$ cat src/rtl/serial_subtractor.sv
// Bit-serial subtractor: computes a - b - bin one bit per clock, LSB first.
// Optional macro SERIAL_SUB_OVF_EN adds a registered two's-complement overflow output (ovf).
module serial_subtractor #(
  parameter int WIDTH = 8
) (
  input  logic             clk,
  input  logic             rst_n,
  input  logic             start,
  input  logic [WIDTH-1:0] a,
  input  logic [WIDTH-1:0] b,
  input  logic             bin,
  output logic             busy,
  output logic             done,
  output logic [WIDTH-1:0] diff,
  output logic             bout,
`ifdef SERIAL_SUB_OVF_EN
  output logic             ovf,
`endif
  output logic [1:0]       state
);

  localparam int CW = (WIDTH > 2) ? $clog2(WIDTH) : 1;

  localparam logic [1:0] IDLE = 2'd0;
  localparam logic [1:0] RUN  = 2'd1;
  localparam logic [1:0] DONE = 2'd2;

  // Handshake: start is sampled only in IDLE; busy is high for the WIDTH RUN
  // cycles; done pulses for one cycle when diff/bout (and ovf) are updated.
  logic [1:0]       state_q;
  logic [CW-1:0]    cnt;
  logic [WIDTH-1:0] a_sh;
  logic [WIDTH-1:0] b_sh;
  logic [WIDTH-1:0] res_sh;
  logic             br;
`ifdef SERIAL_SUB_OVF_EN
  logic             a_msb;
  logic             b_msb;
`endif

  logic             d_bit;
  logic             br_next;
  logic             last_bit;
  logic [WIDTH-1:0] res_next;

  always_comb begin
    d_bit    = a_sh[0] ^ b_sh[0] ^ br;
    br_next  = (~a_sh[0] & b_sh[0]) | (~(a_sh[0] ^ b_sh[0]) & br);
    last_bit = (cnt == CW'(WIDTH - 1));
    // New bits enter at the MSB so after WIDTH shifts bit 0 sits at index 0.
    res_next = {d_bit, res_sh[WIDTH-1:1]};
  end

  always_ff @(posedge clk or negedge rst_n) begin
    if (!rst_n) begin
      state_q <= IDLE;
      cnt     <= '0;
      a_sh    <= '0;
      b_sh    <= '0;
      res_sh  <= '0;
      br      <= 1'b0;
      diff    <= '0;
      bout    <= 1'b0;
`ifdef SERIAL_SUB_OVF_EN
      a_msb   <= 1'b0;
      b_msb   <= 1'b0;
      ovf     <= 1'b0;
`endif
    end else begin
      case (state_q)
        IDLE: begin
          if (start) begin
            a_sh    <= a;
            b_sh    <= b;
            br      <= bin;
            cnt     <= '0;
            res_sh  <= '0;
`ifdef SERIAL_SUB_OVF_EN
            a_msb   <= a[WIDTH-1];
            b_msb   <= b[WIDTH-1];
`endif
            state_q <= RUN;
          end
        end
        RUN: begin
          a_sh   <= a_sh >> 1;
          b_sh   <= b_sh >> 1;
          br     <= br_next;
          res_sh <= res_next;
          cnt    <= cnt + CW'(1);
          if (last_bit) begin
            diff    <= res_next;
            bout    <= br_next;
`ifdef SERIAL_SUB_OVF_EN
            // d_bit is the result MSB on the final bit.
            ovf     <= (a_msb ^ b_msb) & (a_msb ^ d_bit);
`endif
            state_q <= DONE;
          end
        end
        DONE: begin
          state_q <= IDLE;
        end
        default: begin
          state_q <= IDLE;
        end
      endcase
    end
  end

  assign busy  = (state_q == RUN);
  assign done  = (state_q == DONE);
  assign state = state_q;

endmodule

$ cat config.mk
export PLATFORM = sky130hd
export DESIGN_NAME = serial_subtractor
export DESIGN_NICKNAME = d
export VERILOG_FILES = /design/src/rtl/serial_subtractor.sv
export SDC_FILE = /design/constraint.sdc
export NUM_CORES = 1
export LEC_CHECK = 0
export ABC_AREA = 1
export CAP_MARGIN = 10
export CORE_ASPECT_RATIO = 0.8
export CORE_MARGIN = 3
export CORE_UTILIZATION = 45
export DETAILED_ROUTE_END_ITERATION = 16
export PLACE_DENSITY = 0.75
export SLEW_MARGIN = 0
export SYNTH_ARGS = -nofsm -noshare
export SYNTH_HDL_FRONTEND = slang
export SYNTH_SLANG_ARGS = --single-unit
$ cat constraint.sdc
create_clock -name clk -period 1.6 [get_ports clk]
set_input_delay 0.32 -clock clk [delete_from_list [all_inputs] [get_ports clk]]
set_output_delay 0.32 -clock clk [all_outputs]
set_load 0.01 [all_outputs]
# Word level (Yosys, flattened, before mapping)
# Cells that the tools add are included.
[word_totals]
ff_bits = 39
in_bits = 20
output_inout_bits = 13
word_cells = 39
[op_classes]
addsub = 1
n_eq_ne = 5
n_mux = 13
bitwise = 7
reduce_logical = 5
[ops]
columns = ["operator", "n"]
rows = [
  ["$pmux 8 s2", 3],
  ["$mux 8", 3],
  ["$pmux 3 s2", 1],
  ["$reduce_and 2->1", 3],
  ["$mux 2", 2],
  ["$pmux 2 s2", 1],
  ["$add 3x1->3 const B", 1],
  ["$eq 3x3->1 const B", 1],
  ["$mux 3", 1],
  ["$and 1x1->1", 2],
  ["$eq 2x1->1 const B", 1],
  ["$eq 2x2->1 const B", 1],
  ["$logic_not 2->1", 1],
  ["$ne 2x1->1 const B", 1],
  ["$ne 2x2->1 const B", 1],
  ["$not 1->1", 2],
  ["$pmux 1 s2", 1],
  ["$reduce_bool 2->1", 1],
  ["$xor 1x1->1", 2],
  ["$mux 1", 1],
  ["$or 1x1->1", 1],
]

# Longest topological paths before layout
# Gate-level depths: netlist of the first run.
[logic_depth]
depth_word = 5
depth_mapped = 7
depth_no_buf = 6

# Worst setup path before layout of the first run
# OpenSTA, ideal clock, no wires.
[synth_timing]
path_type = "register to output"
from = "register state_q[0] (netlist: state[0])"
to = "output done"
arrival_time_ns = 0.942
t_required_ns = 1.280
path_slack_ns = 0.338
path_stages_with_launch = 4
path_buffers = 2
path_cell_list = "dfrtp_1 buf_6 clkbuf_1 nor2_1"
[synth_between]
elab_chain_cells = 1
[synth_lines]
columns = ["item", "line_no", "rtl"]
rows = [
  ["from (decl)", "30", "logic [1:0] state_q;"],
  ["from (signal assigned)", "56", "state_q <= IDLE;"],
  ["from (signal assigned)", "82", "state_q <= RUN;"],
  ["from (signal assigned)", "98", "state_q <= DONE;"],
  ["$eq 2x2->1", "112", "assign done = (state_q == DONE);"],
  ["to (decl)", "13", "output logic done,"],
]
# Every way passes these cells.

# Worst setup path in the final report of the first run
[layout_timing]
from = "register state_q[1] (netlist: state[1])"
to = "output busy"
[layout_between]
elab_chain_cells = 1
[layout_lines]
columns = ["item", "line_no", "rtl"]
rows = [
  ["$eq 2x1->1", "111", "assign busy = (state_q == RUN);"],
  ["to (decl)", "12", "output logic busy,"],
]
# Every way passes these cells.

==> results.toml, run 1 <==
[status]
status = "finished, final reports clean"

[setup_path]
crit_cells = 3
r2r_cells = 7
cp-end-kind = "output pin"
start_kind = "flop"
critical_path.startpoint = "state[1]"
r2r-end = "res_sh[1]"
crit_path_end = "busy"
cp_max_fo = 2
crit_type = "reg2out"
path_buf_inv = 2
arrival_ns = 1.20
timing.rr.start = "state[1]"
crit_chain = "buf_4, nor2_4, clkdlybuf4s15_1"
cp.required_ns = 1.28
critPathTopFamily = "flip-flops"
reg2reg_setup_slack_ns = 0.11
slowest_delay_ns = 0.40
slowest_stage = "dfrtp_2"

[timing]
clock_skew_ns = 0.00400
post-route-min-period_ns = 1.52
slew_viol_final = 0
finalSetupTns_ns = 0
period_share_pct = 94.9
worst_pin_slew_ns = 0.468
setup_viol_count_final = 0
fmax_ghz = 0.659
slew-limit-headroom_pct = 68.8
finalHoldViolCount = 0
rsz0062_at_grt = "no"

[routing]
dr_total_vias = 1446
wl_per_cell_um = 11.8
drt-initial-drc-count = 75
firstDrtPassIters = 4
ant_nets = 0
post-route-drc-count = 0
drt-total-wl_mm = 3.68
vias_per_cell = 4.65

[synthesis]
yosys-top-cells-area = "dfrtp_1 (51%), nand2_1 (13%), nand3_1 (8.8%)"
synth_top_cell_by_area = "dfrtp_1"
ys_top_cells_by_count = "nand2_1 (67), dfrtp_1 (38), inv_1 (34), nand3_1 (33), o21ai_2 (15)"
synth.avg_cell_area_sq_um = 8.74
ys_seq_area_share_pct = 50.9
synth_top_area_share_pct = 50.9
syn_area_sq_um = 1870
synth_ff_type = "dfrtp_1"
synth_edf_count = 0
syn_nets = 237
synthArstFlopShare_pct = 100
ys_types = 21
syn_inst = 214
ys_ff_latch = 38
synth_most_common_cell = "nand2_1"
yosys_warnings = 0

[clocking]
cts_tree = "done"
numCtsBuffers = 5
hold_buffers = 0
cts_buffer_depth = 2
root_buffer = "clkbuf_8"
clk_pin_slew_ns = 0.08
cts_sinks = 38
insertion_delay_ns = 0.29
htreeDepth = 2

[finish]
stdcell_count = 311
diodes = 0
nets = 278
area_growth_syn_to_layout_pct = 26.6
drive_gt1_share_pct = 17.6

[worst_hold_path]
hp-class = "in2async"

[place]
port_buffers = 32
placedCellCount = 300
gp_routability_congestion = 0.819
dpl.hpwl_mm = 2.54

[global_routing]
grt_overflow = 0
grt_usage_pct = 17.2
grt_pass1_vias = 1408
grt_pass1_wl_mm = 6.61
grt_start_max_net_pins = 39
antenna_found_initial = 0

[power_and_ir_drop]
vdd_ir_drop_max_uv = 927
p_leak_uw = 0.00123
power-per-cell-area_nw_per_um2 = 1820

[job]
drv_cap = 0

[floorplanning]
rows = 20
design.core.area_sq_um = 3900
start_util_pct = 47.9
die_w_um = 78.1
ios = 33
die_area_sq_um = 4970
die_y_um = 63.6
==> cell families after synthesis <==
kind of cell / Yosys count / synth area share, %
compound gates: 18 / 8.03
fa+ha+maj: 3 / 2.41
buf+inv: 46 / 12.1
flops: 38 / 50.9
simple gates: 109 / 26.6
==> cell usage in the layout, fill, tap and decap left out, drive strengths merged <==
cell type and instances:
buf 12, clkdlybuf4s15 1, o21ai 16, ha 2, nand2 71, clkinv 1, clkdlybuf4s50 27, fa 1
nand3 33, dlymetal6s2s 1, nor2 5, a21oi 2, dfrtp 38, dlygate4sd2 1, clkbuf 8, inv 37
==> how the worst min path moves through the flow <==
stage / slack (ns) / start / depth (start not counted) / to
final: 0.06 / rst_n / 2 / a_sh[7]
after detailed placement: 0.40 / rst_n / 2 / a_sh[5]
after global placement: 0.40 / rst_n / 2 / a_sh[6]
after global routing: 0.08 / rst_n / 2 / a_sh[7]
after floorplan: 0.02 / rst_n / 0 / a_sh[0]
after CTS: 0.08 / rst_n / 2 / a_sh[5]
==> worst register-to-register path: stages (launching register included) <==
cell and delay [ns]:
dfrtp_2 0.40, buf_4 0.15, inv_4 0.05, buf_4 0.22, nand2_8 0.15, nand2_8 0.14
buf_4 0.17, o21ai_0 0.08
==> area by class of cell <==
type | count | area (sq um)
inverters | 37 | 146
clock buffers | 7 | 86.3
well taps | 55 | 68.8
clock inverters | 1 | 5.00
repair buffers | 43 | 407
multi-input cells | 130 | 701
flip-flops and latches | 38 | 952
fillers | 358 | 1540
==> metrics by stage <==
step | setup WS, ns | utilization (%) | instance area [sq um] | hold slack (ns) | power [uW]
2_1_floorplan | 0.338 | - | 1870 | 0.0244 | 3000
3_3_place_gp | 0.112 | 57.5 | 2250 | 0.404 | 3550
3_5_place_dp | 0.0870 | 57.5 | 2250 | 0.397 | 3610
4_1_cts | 0.0173 | 60.4 | 2360 | 0.0820 | 4330
5_1_grt | 0.0279 | 60.6 | 2370 | 0.0813 | 4690
6_report | 0.0823 | 60.6 | 2370 | 0.0559 | 4300
==> where the power goes <==
part	total [uW]	internal, uW	switching [uW]
sequential	1590	1380	212
clock	688	348	340
combinational	2020	897	1120
==> sequential cells by signal (all words and copies together) (netlist names) <==
name    flops
a_sh        8
b_sh        8
bout        1
br          1
cnt         3
diff        8
res_sh      7
state       2
==> repair_timing <==
action | in CTS | in global routing
endpoints found under the setup margin | 4 | 7
setup buffers | 3 | 0
endpoints found under the hold margin | 0 | 0
gates resized for setup | 4 | 5
==> routing by layer <==
layer	track usage, %	share of wire (%)	vias to the layer above
met5	0	0	-
met4	7.86	2.0	0
met3	6.43	4.1	8
met2	23.8	44	27
met1	23.8	50	675
li1	-	-	736
(Power assumes the default switching activity.)
==> run 2: changes to the inputs <==
--- a/config.mk
+++ b/config.mk
@@ -12,7 +12,7 @@
 export CORE_UTILIZATION = 45
 export DETAILED_ROUTE_END_ITERATION = 16
 export PLACE_DENSITY = 0.75
-export SLEW_MARGIN = 0
 export SYNTH_ARGS = -nofsm -noshare
 export SYNTH_HDL_FRONTEND = slang
 export SYNTH_SLANG_ARGS = --single-unit
+export TNS_END_PERCENT = 5
==> run 2 against run 1 <==
Compared with the run above:
- largest cell class unchanged
- highest routed layer unchanged
- cell count is 0.64% lower
- sequential power hardly changed
- combinational power is 2% lower
- global-route usage is 0.061 points lower
- critical path depth is 2 lower
==> results.toml, run 2 (synthesis results as in run 1) <==
[routing]
firstDrtPassIters = 6
vias_per_cell = 4.61
wl_per_cell_um = 11.8
drt-total-wl_mm = 3.65
drt-initial-drc-count = 78
ant_nets = 0
dr_total_vias = 1425
post-route-drc-count = 0

[timing]
final.setup.worst_slack_ns = 0.102
slew_viol_final = 0
rsz0062_at_grt = "no"
finalSetupTns_ns = 0
post-route-min-period_ns = 1.50
period_share_pct = 93.7
finalHoldViolCount = 0
fmax_ghz = 0.667
clock_skew_ns = 0.00467
setup_viol_count_final = 0
worst_pin_slew_ns = 0.464
slew-limit-headroom_pct = 69.1

[finish]
layout_common_cells = "nand2_1 (67), dfrtp_1 (37), inv_1 (34), nand3_1 (33), clkdlybuf4s50_1 (27)"
layout_commonest_cell = "nand2_1"
reg_top3 = "a_sh (8), b_sh (8), diff (8)"
diodes = 0
drive_gt1_share_pct = 16.5
nets = 276
area_growth_syn_to_layout_pct = 25.2

[clocking]
numCtsBuffers = 5
cts_buffer_depth = 2
insertion_delay_ns = 0.29
htreeDepth = 2
root_buffer = "clkbuf_8"
clk_pin_slew_ns = 0.08
cts_tree = "done"
cts_sinks = 38

[global_routing]
grt_pass1_wl_mm = 6.58
grt_start_max_net_pins = 39
grt_usage_pct = 17.2
antenna_found_initial = 0
grt_pass1_vias = 1398
grt_overflow = 0

[power_and_ir_drop]
power-per-cell-area_nw_per_um2 = 1820
power_frac_seq_pct = 37.7
vdd_ir_drop_max_uv = 928
p_switching_uw = 1660
clockPowerShare_pct = 16.1
p_leak_uw = 0.00122
p_comb_share_pct = 46.2
swShare_pct = 39.0
p_int_uw = 2600

[setup_path]
cp_max_fo = 2
arrival_ns = 1.18
crit_type = "reg2out"
critPathTopFamily = "buffers and inverters"
slowest_delay_ns = 0.54
cp-end-kind = "output pin"
path_buf_inv = 1
cp.required_ns = 1.28
slowest_stage = "clkdlybuf4s50_1"
crit_chain = "clkdlybuf4s50_1"
start_kind = "flop"

[place]
dpl.hpwl_mm = 2.54
gp_routability_congestion = 0.819
port_buffers = 32
post-place-ws_ns = 0.0870

[floorplanning]
rows = 20
design.core.area_sq_um = 3900
ios = 33
die_w_um = 78.1
die_area_sq_um = 4970
start_util_pct = 47.9
die_y_um = 63.6

[job]
drv_cap = 0

[status]
status = "finished, final reports clean"

[worst_hold_path]
hp-class = "in2async"
run 2: what timing repair did:
item / CTS / global route
resized for setup: 5 / 0
hold buffers: 0 / 0
setup buffers: 1 / 0
endpoints found under the setup margin: 4 / 0
run 2: area by class of cell:
type / count / area, sq um
Inverter: 37 / 146
Clock buffer: 7 / 86.3
Multi-Input combinational cell: 130 / 692
Clock inverter: 1 / 5.00
Timing Repair Buffer: 41 / 390
Fill cell: 365 / 1560
Tap cell: 55 / 68.8
Sequential cell: 38 / 952
run 2: path summary, 6_finish.rpt:
kind	startpoint	endpoint	slack, ns	depth (start not counted)
hold reg to reg	b_sh[4]	b_sh[4]	0.48	2
hold / removal	rst_n	a_sh[7]	0.05	2
setup reg to reg	state[1]	res_sh[1]	0.14	6
min in group clk	b_sh[4]	b_sh[4]	0.48	2
setup / recovery	bout	bout	0.10	1
max in group asynchronous	rst_n	state[1]	1.19	2
run 2: layer usage:
metal	vias up	wire length, um	track usage (%)
met4	0	72	7.86
met3	8	143	6.43
met2	23	1600	23.6
met5	-	0	0
li1	730	-	-
met1	664	1840	23.8
run 2: power groups by stage:
stage	clock network, uW	logic [uW]	registers, uW
4_1_cts	704	1990	1610
6_report	688	1970	1610
3_3_place_gp	0	1940	1610
2_1_floorplan	0	1370	1640
3_5_place_dp	0	1990	1620
5_1_grt	758	2220	1660
run 2: stage by stage:
stage / hold WS, ns / cell area (sq um) / util [%] / std cells / power (uW)
after global placement: 0.404 / 2250 / 57.5 / 300 / 3550
after floorplan: 0.0244 / 1870 / - / 214 / 3000
after global routing: 0.0813 / 2340 / 60.0 / 309 / 4640
after detailed placement: 0.397 / 2250 / 57.5 / 300 / 3610
final: 0.0547 / 2340 / 60.0 / 309 / 4260
after CTS: 0.0820 / 2340 / 60.0 / 309 / 4300
==> run 3: changes to the inputs <==
--- a/config.mk
+++ b/config.mk
@@ -10,6 +10,7 @@
 export CORE_ASPECT_RATIO = 0.8
 export CORE_MARGIN = 3
 export CORE_UTILIZATION = 45
+export CTS_CLUSTER_SIZE = 20
 export DETAILED_ROUTE_END_ITERATION = 16
 export PLACE_DENSITY = 0.75
 export SYNTH_ARGS = -nofsm -noshare
==> results of run 3 <==
The final DEF is identical to that of run 2; final timing and power are the same.
